$ cat config.mk
export PLATFORM = sky130hd
export DESIGN_NAME = vram_fill
export DESIGN_NICKNAME = d
export VERILOG_FILES = /design/src/rtl/vram_fill_pkg.sv /design/src/rtl/rect_scan.sv /design/src/rtl/vram_fill.sv
export SDC_FILE = /design/constraint.sdc
export NUM_CORES = 1
export LEC_CHECK = 0
export ABC_AREA = 1
export BUFFER_PORTS_ARGS = -buffer_cell sky130_fd_sc_hd__buf_4
export CORE_MARGIN = 2
export CORE_UTILIZATION = 25
export DETAILED_ROUTE_END_ITERATION = 10
export PLACE_DENSITY = 0.48
export SETUP_SLACK_MARGIN = 0.3
export SYNTH_ARGS = -nofsm -noshare
export SYNTH_HDL_FRONTEND = slang
export SYNTH_SLANG_ARGS = --single-unit
export TNS_END_PERCENT = 50
$ cat constraint.sdc
create_clock -name clk_sys -period 2.32 [get_ports clk_sys]
set_clock_uncertainty 0.1 [all_clocks]
set_input_delay 0 -clock clk_sys [delete_from_list [all_inputs] [get_ports clk_sys]]
set_output_delay 0 -clock clk_sys [all_outputs]
set_load 0.02 [all_outputs]
$ cat src/rtl/vram_fill_pkg.sv
// Shared VRAM definitions for the fill engine and the display controller:
// fill FSM state encoding, VRAM window bounds and the {column,row} address map.
package vram_fill_pkg;

   typedef enum logic [1:0] {
      ST_IDLE,
      ST_VWAIT,
      ST_RUN,
      ST_FIN
   } fill_state_t;

   localparam logic [15:0] VRAM_BASE_ADDR = 16'h9000;
   localparam logic [15:0] VRAM_LAST_ADDR = 16'hBFFF;
   localparam int          VRAM_NCOLS     = 48;

   // Column selects the 256-byte page, row the byte within it.
   function automatic logic [15:0] vram_addr(input logic [15:0] base,
                                             input logic [5:0]  col,
                                             input logic [7:0]  row);
      return base + {2'b00, col, row};
   endfunction

endpackage

$ cat src/rtl/rect_scan.sv
// Column-major rectangle walker: row runs y0..y1, then wraps while col advances.
module rect_scan (
   input  logic       clk_sys,
   input  logic       reset_n,
   input  logic       load,
   input  logic [5:0] x0,
   input  logic [5:0] x1,
   input  logic [7:0] y0,
   input  logic [7:0] y1,
   input  logic       advance,
   output logic [5:0] col,
   output logic [7:0] row,
   output logic       last
);

   logic [5:0] col_q;
   logic [5:0] x1_q;
   logic [7:0] row_q;
   logic [7:0] y0_q;
   logic [7:0] y1_q;
   logic       row_wrap;

   assign row_wrap = (row_q == y1_q);
   assign last     = row_wrap && (col_q == x1_q);
   assign col      = col_q;
   assign row      = row_q;

   always_ff @(posedge clk_sys or negedge reset_n) begin
      if (!reset_n) begin
         col_q <= '0;
         row_q <= '0;
         x1_q  <= '0;
         y0_q  <= '0;
         y1_q  <= '0;
      end else if (load) begin
         col_q <= x0;
         row_q <= y0;
         x1_q  <= x1;
         y0_q  <= y0;
         y1_q  <= y1;
      end else if (advance) begin
         if (row_wrap) begin
            row_q <= y0_q;
            col_q <= col_q + 6'd1;
         end else begin
            row_q <= row_q + 8'd1;
         end
      end
   end

endmodule

$ cat src/rtl/vram_fill.sv
// Rectangle fill engine: writes a constant bitmap/colour byte pair over a
// column/row window of video RAM, optionally synchronised to vertical blank.
module vram_fill
   import vram_fill_pkg::*;
#(
   parameter logic [15:0] VRAM_BASE = VRAM_BASE_ADDR,
   parameter int          NCOLS     = VRAM_NCOLS
) (
   input  logic        clk_sys,
   input  logic        reset_n,
   input  logic        start,
   input  logic [5:0]  x0,
   input  logic [5:0]  x1,
   input  logic [7:0]  y0,
   input  logic [7:0]  y1,
   input  logic [7:0]  fill_bmp,
   input  logic [7:0]  fill_color,
   input  logic        vsync_wait,
   input  logic        vblank,
   output logic        bus_req,
   input  logic        bus_gnt,
   output logic [15:0] addr,
   output logic [7:0]  dout,
   output logic [7:0]  color,
   output logic        we,
   output logic        busy,
   output logic        done
);

   localparam logic [6:0] NCOLS_W = 7'(NCOLS);

   fill_state_t state_q, state_d;
   logic        vblank_q;
   logic        done_q, done_d;
   logic        load;
   logic        adv;
   logic        rect_ok;
   logic [7:0]  bmp_q;
   logic [7:0]  clr_q;
   logic [5:0]  col;
   logic [7:0]  row;
   logic        last;

   logic        vld_p1;
   logic [15:0] addr_p1;
   logic [7:0]  dout_p1;
   logic [7:0]  color_p1;

   assign rect_ok = (x0 <= x1) && (y0 <= y1) && ({1'b0, x1} < NCOLS_W);
   assign adv     = (state_q == ST_RUN) && bus_gnt;

   rect_scan u_scan (
      .clk_sys (clk_sys),
      .reset_n (reset_n),
      .load    (load),
      .x0      (x0),
      .x1      (x1),
      .y0      (y0),
      .y1      (y1),
      .advance (adv),
      .col     (col),
      .row     (row),
      .last    (last)
   );

   always_comb begin
      state_d = state_q;
      load    = 1'b0;
      done_d  = 1'b0;
      case (state_q)
         ST_IDLE: begin
            if (start) begin
               if (rect_ok) begin
                  load    = 1'b1;
                  state_d = vsync_wait ? ST_VWAIT : ST_RUN;
               end else begin
                  done_d  = 1'b1;
               end
            end
         end
         ST_VWAIT: begin
            if (vblank && !vblank_q) state_d = ST_RUN;
         end
         ST_RUN: begin
            if (adv && last) state_d = ST_FIN;
         end
         ST_FIN: begin
            state_d = ST_IDLE;
            done_d  = 1'b1;
         end
         default: state_d = ST_IDLE;
      endcase
   end

   always_ff @(posedge clk_sys or negedge reset_n) begin
      if (!reset_n) begin
         state_q  <= ST_IDLE;
         vblank_q <= 1'b0;
         done_q   <= 1'b0;
         bmp_q    <= '0;
         clr_q    <= '0;
      end else begin
         state_q  <= state_d;
         vblank_q <= vblank;
         done_q   <= done_d;
         if (load) begin
            bmp_q <= fill_bmp;
            clr_q <= fill_color;
         end
      end
   end

   // Write stage: one registered byte per granted RUN cycle.
   always_ff @(posedge clk_sys or negedge reset_n) begin
      if (!reset_n) begin
         vld_p1   <= 1'b0;
         addr_p1  <= '0;
         dout_p1  <= '0;
         color_p1 <= '0;
      end else begin
         vld_p1 <= adv;
         if (adv) begin
            addr_p1  <= vram_addr(VRAM_BASE, col, row);
            dout_p1  <= bmp_q;
            color_p1 <= clr_q;
         end
      end
   end

   assign we      = vld_p1;
   assign addr    = addr_p1;
   assign dout    = dout_p1;
   assign color   = color_p1;
   assign done    = done_q;
   assign bus_req = (state_q == ST_RUN);
   assign busy    = (state_q != ST_IDLE);

endmodule

==> flow_summary.ini <==
[power]
p_comb_share_pct = 43.1
leakage_uw = 0.00332
switchingPower_uw = 2970
switching_share_pct = 40.5
share_seq_of_total_power_pct = 37.8
totalPowerFinal_uw = 7320
pwr_density_cell_nw_per_um2 = 1120
p_int_uw = 4350
peakVddDrop_mv = 0.522
pwr-share-clk_pct = 19.2

[global_routing]
grt_pass1_wl_mm = 19.7
grt_remaining_overflow = 0
grt_use_total_pct = 12.7
grt_pass1_vias = 3890
grt_max_degree = 68
antenna_found_initial = 0

[yosys]
synth_simple_gate_area_share_pct = 25.2
synth_top_family_by_area = simple AND/OR/NAND/NOR gates
synth_xor_xnor_area_share_pct = 1.91
muxShareOfSynthArea_pct = 0
yosys_warnings = 0
synth-adder-area-share_pct = 5.74
yosysUniqueCellTypes = 33
synth.avg_cell_area_sq_um = 8.11
synth_compound_area_share_pct = 8.63
yosys_register_bits = 89
syn-cell-area_sq_um = 4580
synth_cells = 565
synthesis.nets = 636
synth-seq-area-share_pct = 48.6

[placed_design]
io_buffer_count = 85
dpl.hpwl_mm = 8.31
gp_congestion = 0.817

[clock_tree]
worstSkewPairLatency_ps = 350
root_buffer = clkbuf_16
cts.sinks = 89
path_clk_slew_ps = 70
clock_path_buffers = 2
cts_made_buffers = 9
cts_max_level = 3
cts_tree = yes

[critical_path]
arrival_ps = 2120
rrSetupSlack_ps = 470
crit_path_start_kind = primary input
critPathMaxFanout = 7
crit_type = primary input to flip-flop
r2r-end = u_scan.col[0]
cp.required_ps = 2470
timing.rr.start = state_q[0]
worstRegToRegCells = 10
cp-end-kind = flip-flop

[hold_path]
worstHoldStart = bus_gnt
holdPathEnd = we
hold_depth = 4
hp-class = primary input to flip-flop

[timing]
rsz0062_at_grt = no
clock.fmax_mhz = 509
worstMarginPinSlew_ps = 741
setup_viol = 0
slew_viol_final = 0
fin_crit_sh_pct = 84.6
min_period_ps = 1960
hold_viol_final = 0
relSlewSlack_pct = 50.6
tns_ps = 0

[route]
drtAntennaViolNets = 0
avgViaCountPerCell = 4.24
drtIter0Drc = 247
drc = 0
routed_wl_mm = 12.3
wl_per_cell_microns = 13.1
vias = 3988
firstDrtPassIters = 6

[cells_and_area]
final_cell_mix = 176 x nand2_1, 93 x buf_4, 88 x dfrtp_1
final_common_cell = nand2_1
antenna_cells = 0
nNetsFinal = 778
nFillCells = 1809
area_growth_pct = 42.6
drive_gt1_share_pct = 23.9

[floorplan]
rows = 49
initial_utilization_pct = 25.5
ios = 86
die_h_microns = 139
chipWidth_microns = 139
core_sq_um = 18000
dieArea_sq_um = 19400

[job]
cap_violations = 0

[outcome]
status = finished clean
## worst max-delay path by stage
stage / start / endpoint / slack [ps] / cells after the start
4_1_cts: u_scan.row[0] / state_q[1] / 310 / 11
3_5_place_dp: u_scan.row[0] / state_q[1] / 320 / 11
6_report: x0[4] / u_scan.col[0] / 360 / 13
5_1_grt: x0[4] / u_scan.col[0] / 280 / 13
3_3_place_gp: u_scan.row[0] / state_q[0] / 340 / 11
2_1_floorplan: state_q[0] / state_q[0] / 330 / 13
## flip-flops by register name, indices dropped and copies added, names as in the netlist, 8 cells and up
register and cells:
addr 16, bmp_q 8, clr_q 8, color 8, dout 8, u_scan.row 8, u_scan.y0_q 8, u_scan.y1_q 8
## synth_stat cells, drive strengths merged
| library cell | number | share of area (%) |
|---|---|---|
| and2 | 1 | 0.14 |
| ha | 21 | 5.7 |
| clkbuf | 8 | 0.68 |
| nand2 | 191 | 17 |
| a21o | 1 | 0.16 |
| xnor2 | 1 | 0.19 |
| nor3 | 2 | 0.22 |
| buf | 13 | 2.5 |
| nand4 | 2 | 0.27 |
| dfrtp | 89 | 49 |
| nor2 | 23 | 2.8 |
| o21a | 1 | 0.16 |
| o21ai | 68 | 7.4 |
| a21oi | 5 | 0.63 |
| nand3 | 46 | 5.1 |
| inv | 81 | 6.6 |
| clkinv | 1 | 0.11 |
| a21boi | 1 | 0.25 |
| or2 | 1 | 0.14 |
| xor2 | 9 | 1.7 |
## layer usage
layer  vias to the layer above  GRT usage (%)  routed length, microns
met5                         -              0                       0
met4                         0           5.16                     226
met2                        79           21.3                    5950
met3                        14           1.93                     384
met1                      1846           16.4                    5780
li1                       2049              -                       -
## power by group through the flow
stage | Sequential (uW) | Clock, uW | Combinational (uW)
6_report | 2760 | 1400 | 3150
5_1_grt | 2860 | 1510 | 3550
4_1_cts | 2760 | 1450 | 3050
3_5_place_dp | 2780 | 0 | 2970
3_3_place_gp | 2770 | 0 | 2910
2_1_floorplan | 2970 | 0 | 1740
## critical path, stage by stage
cell and delay (ps):
dlygate4sd3_1 530, buf_4 150, ha_4 260, nand2_2 50
nor2_2 130, nand3_1 140, a21boi_4 220, nand3_4 190
inv_8 150, buf_6 140, nand2_1 50, nand2_1 60
inv_1 30
## cell families (layout without fill, tap and decap cells)
logic type	after synthesis	in the layout
simple gates	266	266
buf+inv	103	250
flops	89	89
compound gates	76	76
fa+ha+maj	21	21
xor+xnor	10	10
## stage by stage
| stage | hold slack [ps] | cells | setup WS [ps] | cell area [sq um] | util [%] |
|---|---|---|---|---|---|
| detailed placement | 16.0 | 866 | 323 | 5470 | 30.4 |
| global route | 45.6 | 941 | 281 | 6530 | 36.4 |
| floorplan | -396 | 565 | 335 | 4580 | - |
| global placement | -1.88 | 866 | 342 | 5470 | 30.4 |
| CTS | 28.4 | 930 | 310 | 6230 | 34.7 |
| finish | 29.6 | 941 | 357 | 6530 | 36.4 |
## timing repair
item | 4_1_cts | 5_1_grt
setup buffers | 0 | 7
gates resized for setup | 0 | 28
endpoints found under the setup margin | 0 | 54
hold endpoints to repair | 109 | 0
hold buffers | 48 | 0
## cell type report
cell class,count,area (sq um),area share (%)
Clock inverter,6,43.8,0.671
Multi-Input combinational cell,373,2010,30.8
Inverter,82,317,4.85
Clock buffer,10,239,3.66
Timing Repair Buffer,152,1400,21.5
Sequential cell,89,2230,34.1
Tap cell,229,287,4.39
(Power assumes the default switching activity.)
